File: src/rtl/axis_rr_arbiter.sv
// Packet-level N:1 AXI4-Stream arbiter with a registered one-beat output stage.
// Define AXIS_ARB_FIXED_PRIO_EN for fixed lowest-index priority instead of round-robin.
module axis_rr_arbiter #(
  parameter int NUM_S  = 2,
  parameter int DATA_W = 8,
  parameter int DEST_W = 5
) (
  input  logic                     i_switch_clk,
  input  logic                     i_switch_rst,
  input  logic [NUM_S-1:0]         i_s_tvalid,
  input  logic [NUM_S-1:0]         i_s_tlast,
  input  logic [NUM_S*DEST_W-1:0]  i_s_tdest,
  input  logic [NUM_S*DATA_W-1:0]  i_s_tdata,
  output logic [NUM_S-1:0]         o_s_tready,
  input  logic                     i_m_tready,
  output logic                     o_m_tvalid,
  output logic                     o_m_tlast,
  output logic [DEST_W-1:0]        o_m_tdest,
  output logic [DATA_W-1:0]        o_m_tdata,
  output logic [NUM_S-1:0]         o_grant,
  output logic                     o_busy
);

  localparam int PTR_W = (NUM_S > 1) ? $clog2(NUM_S) : 1;

  typedef enum logic {
    IDLE,
    XFER
  } state_t;

  state_t state;

  logic              out_ready;
  logic              accept;
  logic              sel_valid;
  logic              sel_last;
  logic [DATA_W-1:0] sel_data;
  logic [DEST_W-1:0] sel_dest;
  logic [NUM_S-1:0]  pick_onehot;

`ifndef AXIS_ARB_FIXED_PRIO_EN
  logic [PTR_W-1:0] last_ptr;
  logic [PTR_W-1:0] grant_idx;
  logic [PTR_W-1:0] pick_idx;
  int               cand;
`endif

  // Mux the granted port; grant is one-hot so at most one iteration matches.
  // NOTE: every always_comb output gets a default first so no latch is inferred.
  always_comb begin
    sel_valid = 1'b0;
    sel_last  = 1'b0;
    sel_data  = '0;
    sel_dest  = '0;
    for (int k = 0; k < NUM_S; k++) begin
      if (o_grant[k]) begin
        sel_valid = i_s_tvalid[k];
        sel_last  = i_s_tlast[k];
        sel_data  = i_s_tdata[k*DATA_W +: DATA_W];
        sel_dest  = i_s_tdest[k*DEST_W +: DEST_W];
      end
    end
  end

  assign out_ready  = !o_m_tvalid || i_m_tready;
  assign accept     = (state == XFER) && sel_valid && out_ready;
  assign o_s_tready = ((state == XFER) && out_ready) ? o_grant : '0;

`ifdef AXIS_ARB_FIXED_PRIO_EN
  // Descending scan so the lowest requesting index is the last to write.
  always_comb begin
    pick_onehot = '0;
    for (int i = NUM_S - 1; i >= 0; i--) begin
      if (i_s_tvalid[i]) begin
        pick_onehot    = '0;
        pick_onehot[i] = 1'b1;
      end
    end
  end
`else
  // Search upward from the port after the last winner, wrapping explicitly at NUM_S-1.
  always_comb begin
    pick_onehot = '0;
    pick_idx    = '0;
    cand        = 0;
    for (int i = 0; i < NUM_S; i++) begin
      cand = int'(last_ptr) + 1 + i;
      if (cand >= NUM_S) cand = cand - NUM_S;
      if (pick_onehot == '0 && i_s_tvalid[cand]) begin
        pick_onehot[cand] = 1'b1;
        pick_idx          = PTR_W'(cand);
      end
    end
  end
`endif

  // NOTE: sequential state uses non-blocking assignments so every register samples pre-edge values.
  always_ff @(posedge i_switch_clk or posedge i_switch_rst) begin
    if (i_switch_rst) begin
      state      <= IDLE;
      o_grant    <= '0;
      o_busy     <= 1'b0;
      o_m_tvalid <= 1'b0;
      o_m_tlast  <= 1'b0;
      o_m_tdest  <= '0;
      o_m_tdata  <= '0;
`ifndef AXIS_ARB_FIXED_PRIO_EN
      last_ptr   <= PTR_W'(NUM_S - 1);
      grant_idx  <= '0;
`endif
    end else begin
      if (accept) begin
        o_m_tvalid <= 1'b1;
        o_m_tlast  <= sel_last;
        o_m_tdest  <= sel_dest;
        o_m_tdata  <= sel_data;
      end else if (i_m_tready) begin
        o_m_tvalid <= 1'b0;
      end

      case (state)
        IDLE: begin
          if (|i_s_tvalid) begin
            state   <= XFER;
            o_grant <= pick_onehot;
            o_busy  <= 1'b1;
`ifndef AXIS_ARB_FIXED_PRIO_EN
            grant_idx <= pick_idx;
`endif
          end
        end
        XFER: begin
          // Grant is released only once the packet's final beat is taken.
          if (accept && sel_last) begin
            state   <= IDLE;
            o_grant <= '0;
            o_busy  <= 1'b0;
`ifndef AXIS_ARB_FIXED_PRIO_EN
            last_ptr <= grant_idx;
`endif
          end
        end
        default: state <= IDLE;
      endcase
    end
  end

endmodule

File: config.mk
export PLATFORM = sky130hd
export DESIGN_NAME = axis_rr_arbiter
export DESIGN_NICKNAME = d
export VERILOG_FILES = /design/src/rtl/axis_rr_arbiter.sv
export SDC_FILE = /design/constraint.sdc
export NUM_CORES = 1
export LEC_CHECK = 0
export CAP_MARGIN = 20
export CORE_MARGIN = 2
export CORE_UTILIZATION = 23
export DETAILED_ROUTE_END_ITERATION = 8
export MAX_ROUTING_LAYER = met4
export PLACE_DENSITY_LB_ADDON = 0.12
export SYNTH_ARGS = -nofsm -noshare
export SYNTH_HDL_FRONTEND = slang
export SYNTH_SLANG_ARGS = --single-unit
File: constraint.sdc
create_clock -name i_switch_clk -period 1.4 [get_ports i_switch_clk]
set_clock_uncertainty 0.1 [all_clocks]
set_input_delay 0.21 -clock i_switch_clk [delete_from_list [all_inputs] [get_ports i_switch_clk]]
set_output_delay 0.21 -clock i_switch_clk [all_outputs]
set_load 0.01 [all_outputs]
-- Word level (Yosys, flattened, before mapping)
Index checks and enable logic that the tools add are counted.
- register bits after elaboration: 21
- bits of input ports: 33
- logic and storage cells: 74
- add/subtract/negate cells: 4
- order comparisons: 6
- equality and inequality tests: 2
- muxes and demuxes: 36
- bitwise operators: 2
- reductions and logical operators: 15
- operator list (operator ; count):
    32-bit by 1-bit greater-or-equal comparator with 1-bit output (second input constant) ; 2
    32-bit by 3-bit < comparator with 1-bit output (second input constant) ; 2
    32-bit 2-to-1 mux ; 2
    32-bit by 3-bit greater-or-equal comparator with 1-bit output (second input constant) ; 1
    32-bit by 3-bit subtractor with 32-bit output (second input constant) ; 1
    1-bit 2-to-1 mux ; 20
    8-bit 2-to-1 mux ; 2
    2-bit 2-to-1 mux ; 5
    5-bit 2-to-1 mux ; 2
    1-bit logical AND ; 7
    2-bit AND reduction ; 3
    1-bit one-hot mux with 2 select lines ; 2
    2-bit one-hot mux with 2 select lines ; 1
    3-bit by 2-bit subtractor with 4-bit output (second input constant) ; 1
    2-bit by 1-bit adder with 3-bit output (second input constant) ; 1
    3-bit by 2-bit greater-or-equal comparator with 1-bit output (second input constant) ; 1
    1-bit by 1-bit adder with 2-bit output (second input constant) ; 1
    1-bit demux with 1-bit select ; 2
    2-bit logical NOT ; 1
    2-bit by 1-bit != test with 1-bit output (second input constant) ; 1
    2-bit != test (second input constant) ; 1
    2-bit bitwise OR ; 1
    2-bit nonzero test ; 1
    2-bit OR reduction ; 1
    other kinds (3) ; 3

-- Logic depth before layout (Yosys ltp)
Gate-level depths: netlist of run 1.
- depth in word-level cells: 13
- gate-level depth with buffers: 7
- mapped depth without buffers: 4

-- Worst setup path after synthesis of run 1
No wires, ideal clock.
- path type: register to register
- start point: reg o_grant[1]
- end point: reg o_m_tdata[0]
- setup time: 74 ps
- data arrival time: 1275 ps
- setup slack: -49 ps
- cell stages (with the launch flop): 8
- buffers on the path: 3
- period minus slack after synthesis: 1449 ps
- path through: dfrtp_1 buf_6 and2_4 o211ai_4 buf_6 buf_8 nand2_1 o21ai_2
- word-level cells in the longest chain between the ends: 3
- elaborated cells on any way between the ends: 4
- those cells by class: mux: 2; reduce/logical: 2
- RTL lines (element ; line ; RTL):
    start: declaration ; 20 ; output logic [NUM_S-1:0] o_grant,
    start signal: assignment ; 125 ; o_grant <= pick_onehot;
    1-bit 2-to-1 mux ; 56 ; if (o_grant[k]) begin
    1-bit logical AND (2 in series) ; 66 ; assign accept = (state == XFER) && sel_valid && out_ready;
    end signal: assignment ; 116 ; o_m_tdata <= sel_data;
    end: declaration ; 19 ; output logic [DATA_W-1:0] o_m_tdata,
Parallel ways exist; a longest one is shown, timed or not.
A chain may end at the register's enable or synchronous reset.

-- Worst setup path in the final report of run 1
- start point: reg o_grant[0]
- end point: reg o_m_tdata[6]
- word-level cells in the longest chain between the ends: 4
- elaborated cells on any way between the ends: 6
- those cells by class: mux: 4; reduce/logical: 2
- RTL lines (element ; line):
    1-bit 2-to-1 mux (2 in series) ; 56
    1-bit logical AND (2 in series) ; 66
Parallel ways exist; a longest one is shown, timed or not.

==> results.toml, run 1 <==
[clock_tree]
htreeDepth = 1
clockBufferDepth = 2
cts_hold_buffers = 0
clock_latency_ns = 0.26
numCtsBuffers = 3
cts-root-buf = "clkbuf_8"
path_clk_slew_ns = 0.08
tritoncts = "done"
clock-sinks = 21

[min_path]
hold_class = "in -> async"

[detailed_routing]
dr.pass1.iters = 4
met3_length_um = 231
drt-vias-per-instance = 4.43
vias = 947
routed.top_layer = "met4"
route.detailed.drc = 0
drt_iter0_drc = 41
wirelength_mm = 2.66
antenna_left = 0
wl_met1_mm = 1.10
wl_met2_mm = 1.26
wl_per_cell_um = 12.4

[logic_synthesis]
seq_area_frac_synth_pct = 51.9
avgSynthCellArea_um2 = 10.7
synthCells = 95
syn_nets = 128
synth_cell_types = 27
ys_seq_elements = 21
syn_area_um2 = 1010
yosys_warnings = 0

[global_routing]
grt_pass1_vias = 1041
grt_max_degree = 24
overflow = 0
track_usage_pct = 12.3
grt_pass1_wl_mm = 4.71
grt_antenna_before_repair = 0

[power_and_ir_drop]
power_uw = 2950
leakage_uw = 0.000828
peakVddDrop_mv = 0.726
power_density_nw_per_um2 = 1660

[outcome]
status = "complete, but fails checks"
violations = "negative setup slack"

[job]
cap_violations = 0

[layout]
final_area_um2 = 1780
finalNetCount = 196
final_cell_mix = "clkdlybuf4s50_1, dfrtp_1, dlygate4sd2_1"
final_common_cell = "clkdlybuf4s50_1"
diodes = 0
synthToLayoutAreaGrowth_pct = 75.1
layout-drive-gt1-share_pct = 31.5

[critical_path]
start_kind = "flip-flop"
critPathCaptureType = "flip-flop"
rr_worst_depth = 6
crit_required_ns = 1.48
cp_max_fo = 23
setup.worst_path.class = "reg -> reg"
cp.arrival_ns = 1.56

[timing]
slew_viol_final = 0
period_share_pct = 106
setup_violations = 16
fin_crit_ns = 1.48
rsz0062_at_grt = "yes"
tightest_slew_ns = 0.260
worst_slack_ns = -0.0781
hold_viol_final = 0
finalSetupTns_ns = -0.862
holdWs_ns = 0.160
fmax_ghz = 0.677
relSlewSlack_pct = 82.6

[floorplanning]
start_util_pct = 23.6
num_io_pins = 53
rows = 24
die_width_um = 70.4
die_h_um = 70.4
fp.dieArea_um2 = 4960
core_region_area_um2 = 4290

[placement]
dpl.hpwl_mm = 2.07
io_buffers = 52
postPlaceCellArea_um2 = 1690
preCtsSetupSlack_ns = -0.398
place_congestion = 0.861
==> registers in the layout, indices dropped and copies added (netlist names) <==
name	count
state	1
o_m_tlast	1
last_ptr	1
o_m_tdata	8
o_grant	2
o_busy	1
o_m_tvalid	1
grant_idx	1
o_m_tdest	5
==> final cells by class <==
cell class	instances	area (um^2)
fillers	431	2520
repair buffers	69	657
flip-flops and latches	21	528
multi-input cells	65	470
well taps	52	65.1
clock buffers	4	45.0
inverters	3	11.3
==> where the power goes <==
part / switching, uW / internal (uW) / total, uW
sequential: 130 / 832 / 962
combinational: 769 / 822 / 1590
clock: 191 / 203 / 393
==> critical path, cell delays in order, from the launching register on <==
cell and delay (ns):
dfrtp_1 0.40, buf_6 0.13, and3b_1 0.18, o211ai_4 0.25, buf_12 0.22, nand2_1 0.07, o21ai_1 0.07
==> cell families after synthesis <==
logic type | count (synthesis) | share of synthesized area (%)
AOI/OAI and AO/OA | 36 | 27.1
and+or+nand+nor | 28 | 13.1
DFF | 21 | 51.9
buffers and inverters | 9 | 6.41
muxes | 1 | 1.48
==> routing by layer <==
layer | up-vias | track usage (%)
met2 | 37 | 19.5
met1 | 425 | 14.7
met3 | 8 | 3.32
li1 | 477 | -
met5 | - | -
met4 | 0 | 5.34
==> through the flow <==
stage	std cells	util [%]
4_1_cts	214	41.2
5_1_grt	214	41.4
2_1_floorplan	95	-
6_report	214	41.4
3_3_place_gp	207	39.4
3_5_place_dp	207	39.4
==> what timing repair did <==
| action | 4_1_cts | 5_1_grt |
|---|---|---|
| gates resized for setup | 42 | 5 |
| pin swaps | 4 | 0 |
| endpoints found under the setup margin | 38 | 21 |
| setup buffers | 3 | 0 |
==> synth_stat cells <==
cell      number  share of area [%]
a21o_1         1               0.74
a21oi_1        3                1.5
a22oi_1       13                9.6
a32o_1         1               0.99
and2_4         1               0.86
and3_1         2                1.2
and3b_1        1               0.86
buf_2          1               0.49
buf_4          1               0.74
buf_6          2                2.2
buf_8          1                1.5
clkbuf_1       1               0.37
dfrtp_1       20                 49
dfstp_2        1                2.6
inv_1          3                1.1
mux2_4         1                1.5
nand2_1       18                6.7
nand2b_1       1               0.62
nand4_1        1               0.62
nor2_1         2               0.74
nor2_2         1               0.62
nor2b_2        1               0.86
o211ai_1       1               0.74
o211ai_4       1                2.1
o21a_1         1               0.74
o21ai_0        6                3.0
o21ai_2        9                7.8
==> final timing paths <==
kind	startpoint	end	slack, ns
min in group i_switch_clk	i_m_tready	o_m_tvalid$_DFFE_PP0P_	0.27
min reg2reg	o_m_tdata[3]$_DFFE_PP0P_	o_m_tdata[3]$_DFFE_PP0P_	0.37
max in group asynchronous	i_switch_rst	last_ptr$_DFFE_PP1P_	0.83
min	i_switch_rst	o_m_tdata[1]$_DFFE_PP0P_	0.16
max reg2reg	o_grant[0]$_DFFE_PP0P_	o_m_tdata[6]$_DFFE_PP0P_	-0.08
max	o_grant[0]$_DFFE_PP0P_	o_m_tdata[6]$_DFFE_PP0P_	-0.08
Power figures use the tool's default switching activity.
==> inputs of run 2 (changes only) <==
Settings changed: CORE_MARGIN 2 to default, PLACE_DENSITY_LB_ADDON 0.12 to default, SKIP_LAST_GASP from default to 1.
==> results.toml, run 2 (synthesized netlist as in run 1, its figures left out) <==
[outcome]
status = "complete, but fails checks"
violations = "negative setup slack"

[critical_path]
r2r_start = "o_grant[0]$_DFFE_PP0P_"
cp.arrival_ns = 1.61
crit_required_ns = 1.45
rr_worst_depth = 6
worstPathCellList = "buf_4, and3b_1, o211ai_4, buf_12, clkbuf_16, o21ai_0"
start_kind = "flip-flop"
reg2reg_slack_ns = -0.16
crit_path_top_delay_cell = "dfrtp_1"
cp_max_fo = 7
r2r_end = "o_m_tdata[6]$_DFFE_PP0P_"
critPathCaptureType = "flip-flop"
cp_slowest_stage_delay_ns = 0.38
cp.buffers_inverters = 3
cp_top_family = "buffers and inverters"
setup.worst_path.class = "reg -> reg"

[job]
cap_violations = 0

[detailed_routing]
route.detailed.drc = 0
drt-vias-per-instance = 4.50
routed.top_layer = "met4"
wl_per_cell_um = 14.0
wl_met1_mm = 1.25
met3_length_um = 215
drt_iter0_drc = 66
wirelength_mm = 3.06
dr.pass1.iters = 4
vias = 980
wl_met2_mm = 1.58
antenna_left = 0

[timing]
fin_crit_ns = 1.56
fmax_ghz = 0.642
worst_slack_ns = -0.159
relSlewSlack_pct = 81.6
period_share_pct = 111
slew_viol_final = 0
tightest_slew_ns = 0.275
rsz0062_at_grt = "yes"
setup_violations = 20
hold_viol_final = 0

[power_and_ir_drop]
peakVddDrop_mv = 0.705
power_uw = 3140
leakage_uw = 0.000873
power_density_nw_per_um2 = 1710

[clock_tree]
clock_latency_ns = 0.26
clock-sinks = 21
cts_hold_buffers = 0
numCtsBuffers = 3
clockBufferDepth = 2
path_clk_slew_ns = 0.08
tritoncts = "done"
htreeDepth = 1
cts-root-buf = "clkbuf_8"

[layout]
regMostFlops = "o_m_tdata"
layout-drive-gt1-share_pct = 31.5
seq_area_um2 = 527
largest_reg_flops = 8
synthToLayoutAreaGrowth_pct = 81.3
final_common_cell = "clkdlybuf4s50_1"
diodes = 0
largest_registers = "o_m_tdata x8, o_m_tdest x5, o_grant x2"
multi_input_area_um2 = 454
final_cell_mix = "clkdlybuf4s50_1, dfrtp_1, dlygate4sd2_1"
fillers = 401
finalNetCount = 202

[placement]
io_buffers = 52
place_congestion = 0.734
dpl.hpwl_mm = 2.26
preCtsSetupSlack_ns = -0.390

[floorplanning]
num_io_pins = 53
die_width_um = 68.4
rows = 23
start_util_pct = 24.7
fp.dieArea_um2 = 4680
die_h_um = 68.4
core_region_area_um2 = 4120

[global_routing]
grt_pass1_vias = 1000
grt_max_degree = 28
grt_pass1_wl_mm = 4.50
grt_antenna_before_repair = 0
overflow = 0
track_usage_pct = 13.5

[min_path]
hold_class = "in -> async"
## run 2: cell type report
class                   instances  area share, %
clock buffers                   3           2.24
clock inverters                 1          0.272
inverters                       3          0.612
multi-input cells              65           24.7
flip-flops and latches         21           28.6
well taps                      50           3.40
repair buffers                 75           40.1
## run 2: how the worst max path moves through the flow
| stage | start | endpoint | slack [ns] | cells past startpoint |
|---|---|---|---|---|
| floorplan | o_grant[1]$_DFFE_PP0P_ | last_ptr$_DFFE_PP1P_ | -0.05 | 4 |
| global placement | i_m_tready | o_s_tready[0] | -0.38 | 4 |
| detailed placement | i_m_tready | o_s_tready[0] | -0.39 | 4 |
| CTS | i_m_tready | o_s_tready[0] | -0.14 | 4 |
| global route | o_grant[0]$_DFFE_PP0P_ | o_m_tdata[4]$_DFFE_PP0P_ | -0.22 | 7 |
| finish | o_grant[0]$_DFFE_PP0P_ | o_m_tdata[6]$_DFFE_PP0P_ | -0.16 | 6 |
## run 2: routing by layer
layer  vias up  track usage (%)
met5         -                -
met4         0            0.781
met3         2             4.33
met2        33             24.4
met1       459             15.0
li1        486                -
## run 2: stage by stage
step	utilization, %	std cells	area [um^2]	hold slack (ns)	setup TNS (ns)
5_1_grt	44.7	218	1840	0.231	-3.48
2_1_floorplan	-	95	1030	0.0858	-0.438
6_report	44.7	218	1840	0.179	-2.42
3_3_place_gp	40.9	206	1680	0.362	-5.02
4_1_cts	41.8	212	1720	0.185	-1.97
3_5_place_dp	40.9	206	1680	0.367	-5.91
## run 2: timing repair
action / in CTS / in global routing
resized for setup: 20 / 12
cloned: 0 / 3
setup buffers: 2 / 3
setup endpoints to repair: 38 / 21
pin swaps: 1 / 0
## run 2: where the power goes
part	internal [uW]	leakage, uW	switching (uW)
Sequential	830	0.000265	135
Clock	198	0.0000255	199
Combinational	975	0.000582	801
## run 2: worst reg2reg max path: stages, from the launching register on
cell	delay, ns
dfrtp_1	0.38
buf_4	0.14
and3b_1	0.19
o211ai_4	0.27
buf_12	0.16
clkbuf_16	0.14
o21ai_0	0.08
==> inputs of run 3 (changes only) <==
Settings changed: CORE_MARGIN from default to 8.
==> results.toml, run 3 (synthesized netlist as in run 1, its figures left out) <==
[layout]
largest_reg_flops = 8
largest_registers = "o_m_tdata x8, o_m_tdest x5, o_grant x2"
fillers = 433
final_common_cell = "clkdlybuf4s50_1"
regMostFlops = "o_m_tdata"
layout-drive-gt1-share_pct = 33.3
finalNetCount = 199
final_util_pct = 42.2
final_cell_mix = "clkdlybuf4s50_1, dfrtp_1, dlygate4sd2_1"
final_area_um2 = 1810
multi_input_area_um2 = 469
diodes = 0
stdcell_count = 217
synthToLayoutAreaGrowth_pct = 78.4
seq_area_um2 = 527

[power_and_ir_drop]
sw_frac_of_total_pct = 37.6
power_switching_uw = 1150
pwr-share-clk_pct = 12.9
peakVddDrop_mv = 0.602
p_comb_share_pct = 55.5
power_density_nw_per_um2 = 1690
pwr-share-seq_pct = 31.6
leakage_uw = 0.000847
power.internal_uw = 1910

[floorplanning]
core_region_area_um2 = 4290
start_util_pct = 23.6
rows = 24
die_width_um = 82.4
die_h_um = 82.4
fp.dieArea_um2 = 6790
num_io_pins = 53

[placement]
place_congestion = 0.743
place_inst = 208
io_buffers = 52
postPlaceCellArea_um2 = 1670
preCtsSetupSlack_ns = -0.434
dpl.hpwl_mm = 2.53

[detailed_routing]
dr.pass1.iters = 4
route.detailed.drc = 0
wirelength_mm = 3.31
antenna_left = 0
vias = 1001
drt-vias-per-instance = 4.61
drt_iter0_drc = 35
wl_per_cell_um = 15.2

[global_routing]
track_usage_pct = 10.4
grt_max_degree = 19
grt_pass1_vias = 1134
overflow = 0
grt_pass1_wl_mm = 5.31
grt_antenna_before_repair = 0

[critical_path]
crit_path_start = "o_grant[1]$_DFFE_PP0P_"
crit_required_ns = 1.49
rr_worst_depth = 5
setup.worst_path.class = "reg -> reg"
cp_max_fo = 5
crit_end = "last_ptr$_DFFE_PP1P_"
start_kind = "flip-flop"
cp.arrival_ns = 1.59
reg2reg_slack_ns = -0.10
r2r_end = "last_ptr$_DFFE_PP1P_"
critPathCaptureType = "flip-flop"
r2r_start = "o_grant[1]$_DFFE_PP0P_"

[clock_tree]
clockBufferDepth = 2
clock-sinks = 21
cts_hold_buffers = 0
tritoncts = "done"
numCtsBuffers = 3
clock_latency_ns = 0.26
cts-root-buf = "clkbuf_8"
htreeDepth = 1
path_clk_slew_ns = 0.08

[timing]
setup_violations = 13
holdWs_ns = 0.163
rsz0062_at_grt = "yes"
period_share_pct = 107
worst_slack_ns = -0.104
fin_crit_ns = 1.50
fmax_ghz = 0.665
tightest_slew_ns = 0.262
relSlewSlack_pct = 82.5
slew_viol_final = 0
hold_viol_final = 0

[job]
cap_violations = 0

[min_path]
hold_class = "in -> async"

[outcome]
violations = "negative setup slack"
status = "complete, but fails checks"
## run 3: worst max-delay path, stage by stage, from the launching register on
cell and delay, ns:
dfrtp_1 0.42, and3b_2 0.27, o211ai_4 0.09, buf_12 0.14, nor2_4 0.11, mux2_4 0.30
## run 3: worst min-delay path by stage
stage,from,to,slack (ns)
final,i_switch_rst,o_m_tdest[3]$_DFFE_PP0P_,0.16
after global routing,i_switch_rst,o_m_tdest[3]$_DFFE_PP0P_,0.18
after CTS,i_switch_rst,o_m_tdata[0]$_DFFE_PP0P_,0.17
after detailed placement,o_m_tdest[3]$_DFFE_PP0P_,o_m_tdest[3]$_DFFE_PP0P_,0.37
after global placement,o_m_tdata[0]$_DFFE_PP0P_,o_m_tdata[0]$_DFFE_PP0P_,0.36
after floorplan,i_switch_rst,grant_idx$_DFFE_PP0P_,0.09
## run 3: through the flow
step,total power (uW),TNS (ns)
finish,3070,-0.823
global route,3310,-2.19
CTS,3060,-0.855
detailed placement,2560,-6.38
global placement,2500,-5.79
floorplan,1820,-0.438
## run 3: layout make-up
class	instances	share of cell area [%]
inverters	3	0.622
clock buffers	3	2.28
clock inverters	1	0.276
well taps	52	3.59
flip-flops and latches	21	29.1
multi-input cells	65	25.9
repair buffers	72	38.2
## run 3: timing repair
item	in CTS	in global routing
pin swaps	4	0
cloned	1	1
endpoints found under the setup margin	37	21
buffers inserted	3	0
resized for setup	42	4
## run 3: per-layer routing
metal | vias up | wire length [um] | track usage [%]
met5 | - | 0 | -
met4 | 0 | 34 | 3.68
li1 | 479 | - | -
met2 | 28 | 1810 | 19.6
met3 | 2 | 220 | 2.60
met1 | 492 | 1250 | 9.99
## run 3: power by group through the flow
stage	combinational [uW]	sequential, uW	clock, uW
6_report	1700	970	395
5_1_grt	1850	1000	449
4_1_cts	1680	974	413
3_5_place_dp	1570	983	0
3_3_place_gp	1530	972	0
2_1_floorplan	769	1050	0
